--- src/rtl/alu_op_sequencer.sv ---
// Initiator for a multi-cycle ALU: buffers 2-bit op requests, issues one at a time,
// returns results with a div-by-zero/timeout error flag. Optional: ALU_SEQ_STATS_EN adds stat counters.
module alu_op_sequencer #(
   parameter int DEPTH   = 4,
   parameter int TIMEOUT = 15
) (
   input  logic       clk,
   input  logic       reset,
   input  logic       in_valid,
   output logic       in_ready,
   input  logic [1:0] in_a,
   input  logic [1:0] in_b,
   input  logic [1:0] in_ctrl,
   output logic [1:0] alu_a,
   output logic [1:0] alu_b,
   output logic [1:0] alu_ctrl,
   output logic       alu_start,
   input  logic [3:0] alu_y,
   input  logic       alu_c,
   input  logic       alu_done,
   output logic       out_valid,
   input  logic       out_ready,
   output logic [3:0] out_y,
   output logic       out_c,
   output logic       out_err,
   output logic [1:0] out_ctrl,
   output logic       busy
`ifdef ALU_SEQ_STATS_EN
   ,
   output logic [7:0] stat_ops,
   output logic [7:0] stat_errs
`endif
);

   localparam int AW = $clog2(DEPTH);
   localparam int CW = AW + 1;

   typedef enum logic [1:0] {
      S_IDLE,
      S_ISSUE,
      S_WAIT,
      S_DONE
   } state_t;

   logic [5:0]    r_mem [DEPTH];
   logic [AW-1:0] r_wr_ptr;
   logic [AW-1:0] r_rd_ptr;
   logic [CW-1:0] r_count;

   state_t        r_state;
   logic [7:0]    r_tcnt;
   logic          r_alu_start;
   logic [1:0]    r_alu_a;
   logic [1:0]    r_alu_b;
   logic [1:0]    r_alu_ctrl;
   logic          r_out_valid;
   logic [3:0]    r_out_y;
   logic          r_out_c;
   logic          r_out_err;
   logic [1:0]    r_out_ctrl;

   logic          w_push;
   logic          w_pop;
   logic [5:0]    w_head;
   logic          w_div0;
   logic [7:0]    w_tcnt_inc;

   assign in_ready   = (r_count != CW'(DEPTH));
   assign w_push     = in_valid & in_ready;
   assign w_pop      = (r_state == S_IDLE) && (r_count != '0);
   assign w_head     = r_mem[r_rd_ptr];
   assign w_div0     = (w_head[1:0] == 2'b11) && (w_head[3:2] == 2'b00);
   assign w_tcnt_inc = r_tcnt + 8'd1;

   // Entry layout: {a, b, ctrl}
   always_ff @(posedge clk) begin
      if (w_push) begin
         r_mem[r_wr_ptr] <= {in_a, in_b, in_ctrl};
      end
   end

   always_ff @(posedge clk or posedge reset) begin
      if (reset) begin
         r_wr_ptr <= '0;
         r_rd_ptr <= '0;
         r_count  <= '0;
      end else begin
         if (w_push) begin
            r_wr_ptr <= r_wr_ptr + AW'(1);
         end
         if (w_pop) begin
            r_rd_ptr <= r_rd_ptr + AW'(1);
         end
         case ({w_push, w_pop})
            2'b10:   r_count <= r_count + CW'(1);
            2'b01:   r_count <= r_count - CW'(1);
            default: r_count <= r_count;
         endcase
      end
   end

   // alu_start is raised on entry to ISSUE so it is high for exactly the ISSUE cycle.
   always_ff @(posedge clk or posedge reset) begin
      if (reset) begin
         r_state     <= S_IDLE;
         r_tcnt      <= '0;
         r_alu_start <= 1'b0;
         r_alu_a     <= '0;
         r_alu_b     <= '0;
         r_alu_ctrl  <= '0;
         r_out_valid <= 1'b0;
         r_out_y     <= '0;
         r_out_c     <= 1'b0;
         r_out_err   <= 1'b0;
         r_out_ctrl  <= '0;
      end else begin
         r_alu_start <= 1'b0;
         case (r_state)
            S_IDLE: begin
               if (w_pop) begin
                  if (w_div0) begin
                     r_out_y     <= '0;
                     r_out_c     <= 1'b0;
                     r_out_err   <= 1'b1;
                     r_out_ctrl  <= w_head[1:0];
                     r_out_valid <= 1'b1;
                     r_state     <= S_DONE;
                  end else begin
                     r_alu_a     <= w_head[5:4];
                     r_alu_b     <= w_head[3:2];
                     r_alu_ctrl  <= w_head[1:0];
                     r_alu_start <= 1'b1;
                     r_state     <= S_ISSUE;
                  end
               end
            end
            S_ISSUE: begin
               r_tcnt  <= '0;
               r_state <= S_WAIT;
            end
            S_WAIT: begin
               // A done arriving on the final allowed cycle still wins over the timeout.
               if (alu_done) begin
                  r_out_y     <= alu_y;
                  r_out_c     <= alu_c;
                  r_out_err   <= 1'b0;
                  r_out_ctrl  <= r_alu_ctrl;
                  r_out_valid <= 1'b1;
                  r_state     <= S_DONE;
               end else begin
                  r_tcnt <= w_tcnt_inc;
                  if (w_tcnt_inc == 8'(TIMEOUT)) begin
                     r_out_y     <= '0;
                     r_out_c     <= 1'b0;
                     r_out_err   <= 1'b1;
                     r_out_ctrl  <= r_alu_ctrl;
                     r_out_valid <= 1'b1;
                     r_state     <= S_DONE;
                  end
               end
            end
            S_DONE: begin
               if (out_ready) begin
                  r_out_valid <= 1'b0;
                  r_state     <= S_IDLE;
               end
            end
            default: r_state <= S_IDLE;
         endcase
      end
   end

   assign alu_start = r_alu_start;
   assign alu_a     = r_alu_a;
   assign alu_b     = r_alu_b;
   assign alu_ctrl  = r_alu_ctrl;
   assign out_valid = r_out_valid;
   assign out_y     = r_out_y;
   assign out_c     = r_out_c;
   assign out_err   = r_out_err;
   assign out_ctrl  = r_out_ctrl;
   assign busy      = (r_state != S_IDLE) || (r_count != '0);

`ifdef ALU_SEQ_STATS_EN
   logic [7:0] r_stat_ops;
   logic [7:0] r_stat_errs;

   always_ff @(posedge clk or posedge reset) begin
      if (reset) begin
         r_stat_ops  <= '0;
         r_stat_errs <= '0;
      end else if (r_out_valid && out_ready) begin
         if (r_stat_ops != 8'hFF) begin
            r_stat_ops <= r_stat_ops + 8'd1;
         end
         if (r_out_err && (r_stat_errs != 8'hFF)) begin
            r_stat_errs <= r_stat_errs + 8'd1;
         end
      end
   end

   assign stat_ops  = r_stat_ops;
   assign stat_errs = r_stat_errs;
`endif

endmodule

--- config.mk ---
export PLATFORM = sky130hd
export DESIGN_NAME = alu_op_sequencer
export DESIGN_NICKNAME = d
export VERILOG_FILES = /design/src/rtl/alu_op_sequencer.sv
export SDC_FILE = /design/constraint.sdc
export NUM_CORES = 1
export LEC_CHECK = 0
export ABC_AREA = 1
export BUFFER_PORTS_ARGS = -buffer_cell sky130_fd_sc_hd__buf_2
export CAP_MARGIN = 30
export CORE_ASPECT_RATIO = 2
export CORE_MARGIN = 10
export CORE_UTILIZATION = 40
export CTS_BUF_LIST = sky130_fd_sc_hd__clkbuf_4 sky130_fd_sc_hd__clkbuf_8 sky130_fd_sc_hd__clkbuf_16
export CTS_CLUSTER_SIZE = 25
export DETAILED_ROUTE_END_ITERATION = 12
export PLACE_DENSITY = 0.72
export SYNTH_ARGS = -nofsm -noshare
export SYNTH_HDL_FRONTEND = slang
export SYNTH_SLANG_ARGS = --single-unit
--- constraint.sdc ---
create_clock -name clk -period 2.2 [get_ports clk]
set_input_delay 0.44 -clock clk [delete_from_list [all_inputs] [get_ports clk]]
set_output_delay 0.44 -clock clk [all_outputs]
set_load 0.05 [all_outputs]
---- Word-level counts from Yosys, hierarchy flattened ----
Memories as Yosys holds them, arrays and structs flattened.
Cells that the tools add are included.
word-level totals
  RAM bits ................................ 24
  logic and storage cells ................. 88
  output and inout port bits .............. 18
  input bits .............................. 16
  memories ................................ 1
  latch bits .............................. 0
  flip-flop bits (word level) ............. 33
  memory bits (read-only) ................. 0
memory list
  memory  depth  width  read ports  clocked after memory_dff  write ports  line  RTL
  r_mem   4      6      1           0                         1            45    logic [5:0] r_mem [DEPTH];
operators by class
  equality and inequality tests ........... 13
  reductions and logical operators ........ 16
  $mul .................................... 0
  add/sub/neg operators ................... 5
  bitwise operators ....................... 2
  shifts and indexed selects .............. 0
  mux-type cells .......................... 37
  order comparisons ....................... 0
  divide/modulo/power cells ............... 0
operators by type and width
  cell                                                                    number
  2-bit 2-to-1 mux                                                        9
  4-bit 2-to-1 mux                                                        4
  8-bit case mux with 2 select lines                                      1
  1-bit 2-to-1 mux                                                        15
  8-bit by 1-bit adder with 8-bit output (second input constant)          1
  2-bit equality test (second input constant)                             4
  8-bit by 4-bit equality test with 1-bit output (second input constant)  1
  8-bit 2-to-1 mux                                                        1
  2-bit inequality test (second input constant)                           4
  2-bit case mux with 4 select lines                                      1
  4-bit case mux with 2 select lines                                      1
  2-bit nonzero test                                                      4
  3-bit inequality test (second input constant)                           2
  3-bit case mux with 2 select lines                                      1
  3-bit AND reduction                                                     2
  3-bit nonzero test                                                      2
  5-bit AND reduction                                                     1
  2-bit by 1-bit adder with 2-bit output (second input constant)          2
  2-bit by 1-bit equality test with 1-bit output (second input constant)  2
  2-bit zero test                                                         2
  1-bit case mux with 2 select lines                                      2
  2-bit case mux with 2 select lines                                      1
  4-bit AND reduction                                                     1
  3-bit by 1-bit adder with 3-bit output (second input constant)          1
  7 further kinds                                                         8

---- Logic depth before layout (Yosys ltp) ----
An unclocked memory read counts as a cell.
  depth after elaboration ................. 6
  gate-level depth with buffers ........... 14
  gate-level depth less buffers ........... 13

---- Least setup slack after synthesis ----
OpenSTA, ideal clock, no wires.
  kind .................................... reg2reg
  start point ............................. register r_count[0]
  end point ............................... register r_count[2]
  data arrival time ....................... 2,231 ps
  setup slack ............................. -155 ps
  period minus slack after synthesis ...... 2,355 ps
  path buffers ............................ 0
  cell stages (with the launch flop) ...... 10
  library setup time ...................... 124 ps
  data required time ...................... 2,076 ps
  cells stage by stage .................... dfrtp_1 -> inv_1 -> nand3_1 -> nand2_1 -> ha_1 -> inv_1 -> fa_1 -> a21oi_1 -> o21ai_0 -> xnor2_1
between the ends
  cells in the longest elaborated chain, start to end .. 4
  elaborated cells between the ends (all ways) .. 10
  classes of those cells .................. 2 x add/sub; 3 x eq/ne; 1 x mux; 1 x bitwise; 3 x reduce/logical
ends and longest elaborated chain
  what                                                                                          line  RTL
  from (decl)                                                                                   48    logic [CW-1:0] r_count;
  from (signal assigned)                                                                        95    2'b10: r_count <= r_count + CW'(1);
  from (signal assigned)                                                                        96    2'b01: r_count <= r_count - CW'(1);
  from (signal assigned)                                                                        97    default: r_count <= r_count;
  3-bit inequality test (*)                                                                     68    assign in_ready = (r_count != CW'(DEPTH));
  via in_ready                                                                                  10    output logic in_ready,
  1-bit bitwise AND (*)                                                                         69    assign w_push = in_valid & in_ready;
  2-bit by 1-bit equality test with 1-bit output / 2-bit equality test (equally long branches)  94    case ({w_push, w_pop})
  3-bit case mux with 2 select lines / 2-bit nonzero test (equally long branches)               --
The timed path passes the listed nets; every way through them passes the cells marked *.
A chain may end at the register's enable or synchronous reset.

---- Final worst setup path ----
  start point ............................. register r_state[0]
  end point ............................... output busy
between the ends
  cells in the longest elaborated chain, start to end .. 2
ends and longest elaborated chain
  what                    line  RTL
  from (decl)             50    state_t r_state;
  from (signal assigned)  105   r_state <= S_IDLE;
  from (signal assigned)  127   r_state <= S_DONE;
  from (signal assigned)  133   r_state <= S_ISSUE;
  2-bit nonzero test      182   assign busy = (r_state != S_IDLE) || (r_count != '0);
  1-bit logical OR        182
  to (decl)               27    output logic busy
Every way passes these cells.

==> flow_summary.yaml <==
routing:
  postRouteAntennaNets: 0
  drc_errors: 0
  route.vias.total: 1888
  wl_um: 5104
  drtPass1Iterations: 4
  vias_per_cell: 4.549
  avgRoutedWirePerCell_um: 12.30
  drt_iter0_markers: 75
clock_tree:
  cts.hold.buffers_added: 0
  clkTransAtPathRegs_ns: 0.05
  ctsHtreeMaxLevel: 3
  cts_sinks: 57
  post_cts_resized: 0
  clk_path_buf_depth: 2
  cts_tree: "done"
  cts-root-buf: "clkbuf_16"
  insertion_delay_ns: 0.32
  post-cts-setup-buffers: 0
  cts_inserted_buffers: 9
setup_path:
  critPathMaxFanout: 4
  end_kind: "output port"
  cp-start-kind: "flip-flop"
  crit_required_ns: 1.76
  reg2reg_to: "r_count[2]"
  r2r-start: "r_state[0]"
  reg2reg_slack_ns: 0.24
  setup.worst_path.end: "busy"
  ff2ff_path_depth: 10
  critical_path.startpoint: "r_state[0]"
  cp_data_arrival_time_ns: 1.55
  critical_path_class: "reg -> out"
yosys:
  ys_warn_count: 0
  yosysUniqueCellTypes: 28
  syn_nets: 303
  netlist_area_um2: 2716
  syn-instance-count: 274
  syn_area_per_cell_um2: 9.914
  yosysSeqAreaShare: 0.5693
  ys_seq_elements: 57
sta:
  min_period_over_period: 0.9046
  slew_violations: 0
  hold_violations: 0
  slew_headroom: 0.5719
  fin_skew_ns: 0.007362
  rsz0062_at_grt: "false"
  fmax_mhz: 502.5
  fin_setup_tns_ns: 0
  tightest_slew_ns: 0.6398
  fin_crit_ns: 1.990
  hold_slack_ns: 0.2019
  fin_ws_ns: 0.2098
  setup_viol: 0
floorplanning:
  io-pin-count: 34
  fp.dieArea_um2: 10690
  dieHeight_um: 136.5
  fp-row-count: 42
  design.core.area_um2: 6621
  die_x_um: 78.27
  initial_core_util: 0.4102
place:
  port_buffers: 33
  dp.cells: 399
  place_ws_ns: 0.2388
  dpl.hpwl_um: 4090
  gp_congestion: 0.7243
grt:
  grt_pass1_vias: 1986
  grt_pass1_wl_um: 8707
  antenna_found_initial: 0
  grt.overflow.total: 0
  grt_max_degree: 34
  grt_usage: 0.1060
layout:
  syn_to_final_growth_pct: 21.83
  nNetsFinal: 351
  drive_gt1_frac: 0.2446
  multiInputGateArea_um2: 1018
  diodes: 0
  seq_area_um2: 1546
  fin_cells: 415
  fill_cells: 643
power:
  power.density_nw_per_um2: 1596
  leakagePower_nw: 1.558
  ir_worst_vdd_mv: 0.5015
min_path:
  worstHoldPathType: "in -> async"
run_status:
  outcome: "finished, final reports clean"
flow_run:
  drv_cap: 0
## synthesized netlist by cell type
cell	number	area, um2
dfrtp_1	33	825.8
o21ai_1	4	20.02
a31oi_1	4	25.02
nor2_4	2	22.52
fa_1	1	20.02
buf_6	2	22.52
nand3_2	2	20.02
o21ai_2	1	8.760
nand2_4	3	33.78
o22ai_1	1	6.260
nand2_1	67	251.5
xnor2_1	3	26.28
xor2_1	7	61.31
o21ai_4	1	16.27
a22oi_1	1	7.510
o21ai_0	15	75.07
nor2_1	21	78.83
inv_4	1	6.260
nor2_2	2	12.51
nor3_1	1	5.000
ha_1	12	150.1
nand3_1	20	100.1
edfxtp_1	24	720.7
inv_2	3	11.26
nand4_1	1	6.260
nand2_2	9	56.30
inv_1	31	116.4
a21oi_1	2	10.01
## cell usage in the layout (no fill, tap or decap), types with 4 or more instances in the layout
cell	count
nand2_1	67
dfrtp_1	33
buf_2	33
inv_1	31
edfxtp_1	24
nor2_1	21
nand3_1	19
o21ai_0	15
ha_1	12
nand2_2	9
clkbuf_16	9
xor2_1	7
buf_4	6
clkbuf_4	5
o21ai_1	4
a31oi_1	4
## power breakdown
| part | internal (mW) | switching, mW |
|---|---|---|
| Sequential | 1.46 | 0.205 |
| Clock | 0.882 | 0.413 |
| Combinational | 0.704 | 1.61 |
## registers in the layout, summed over array words and instances (netlist names)
name,flops
out_ctrl,2
r_wr_ptr,2
r_tcnt,8
out_c,1
alu_a,2
r_count,3
r_state,2
r_mem,24
out_y,4
out_err,1
alu_b,2
alu_start,1
alu_ctrl,2
r_rd_ptr,2
out_valid,1
## kinds of logic after synthesis
group                    Yosys count  share of synthesized area
flip-flops                        57                     0.5693
buffers and inverters             37                    0.05758
AND/OR/NAND/NOR                  128                     0.2160
XOR/XNOR                          10                    0.03225
AO/OA/AOI/OAI                     29                    0.06219
adder cells (fa/ha/maj)           13                    0.06264
## per-stage QoR
step	util	total power, mW	cell area [um2]
floorplan	-	3.478	2721
global placement	0.4560	3.984	3019
detailed placement	0.4560	4.046	3019
CTS	0.4998	5.356	3309
global route	0.4998	5.693	3309
finish	0.4998	5.281	3309
## cell type report
cell class	instances	area share
well taps	88	0.03327
flip-flops and latches	57	0.4673
repair buffers	39	0.06352
multi-input cells	180	0.3078
inverters	35	0.04045
clock buffers	16	0.08771
## worst min path at each step
stage	start	cells past startpoint	slack, ns	end
3_3_place_gp	out_y[3]	2	0.45	out_y[3]
6_report	reset	3	0.20	alu_ctrl[1]
2_1_floorplan	r_count[0]	1	0.46	r_count[0]
3_5_place_dp	out_ctrl[0]	2	0.46	out_ctrl[0]
5_1_grt	reset	3	0.24	alu_ctrl[1]
4_1_cts	reset	3	0.21	out_y[2]
## metal layers
layer  global-route usage  wire length (um)
met1              0.07981              1604
met2               0.2123              3113
met3              0.03285               235
met4              0.07214               150
met5                    0                 0
## worst max-delay path: stages, from the launching register on
cell and delay, ns:
dfrtp_1 0.39, inv_1 0.10, ha_1 0.21, buf_4 0.15, nand2_1 0.10, buf_2 0.27
Note: power is estimated with default switching activity, not from simulation.
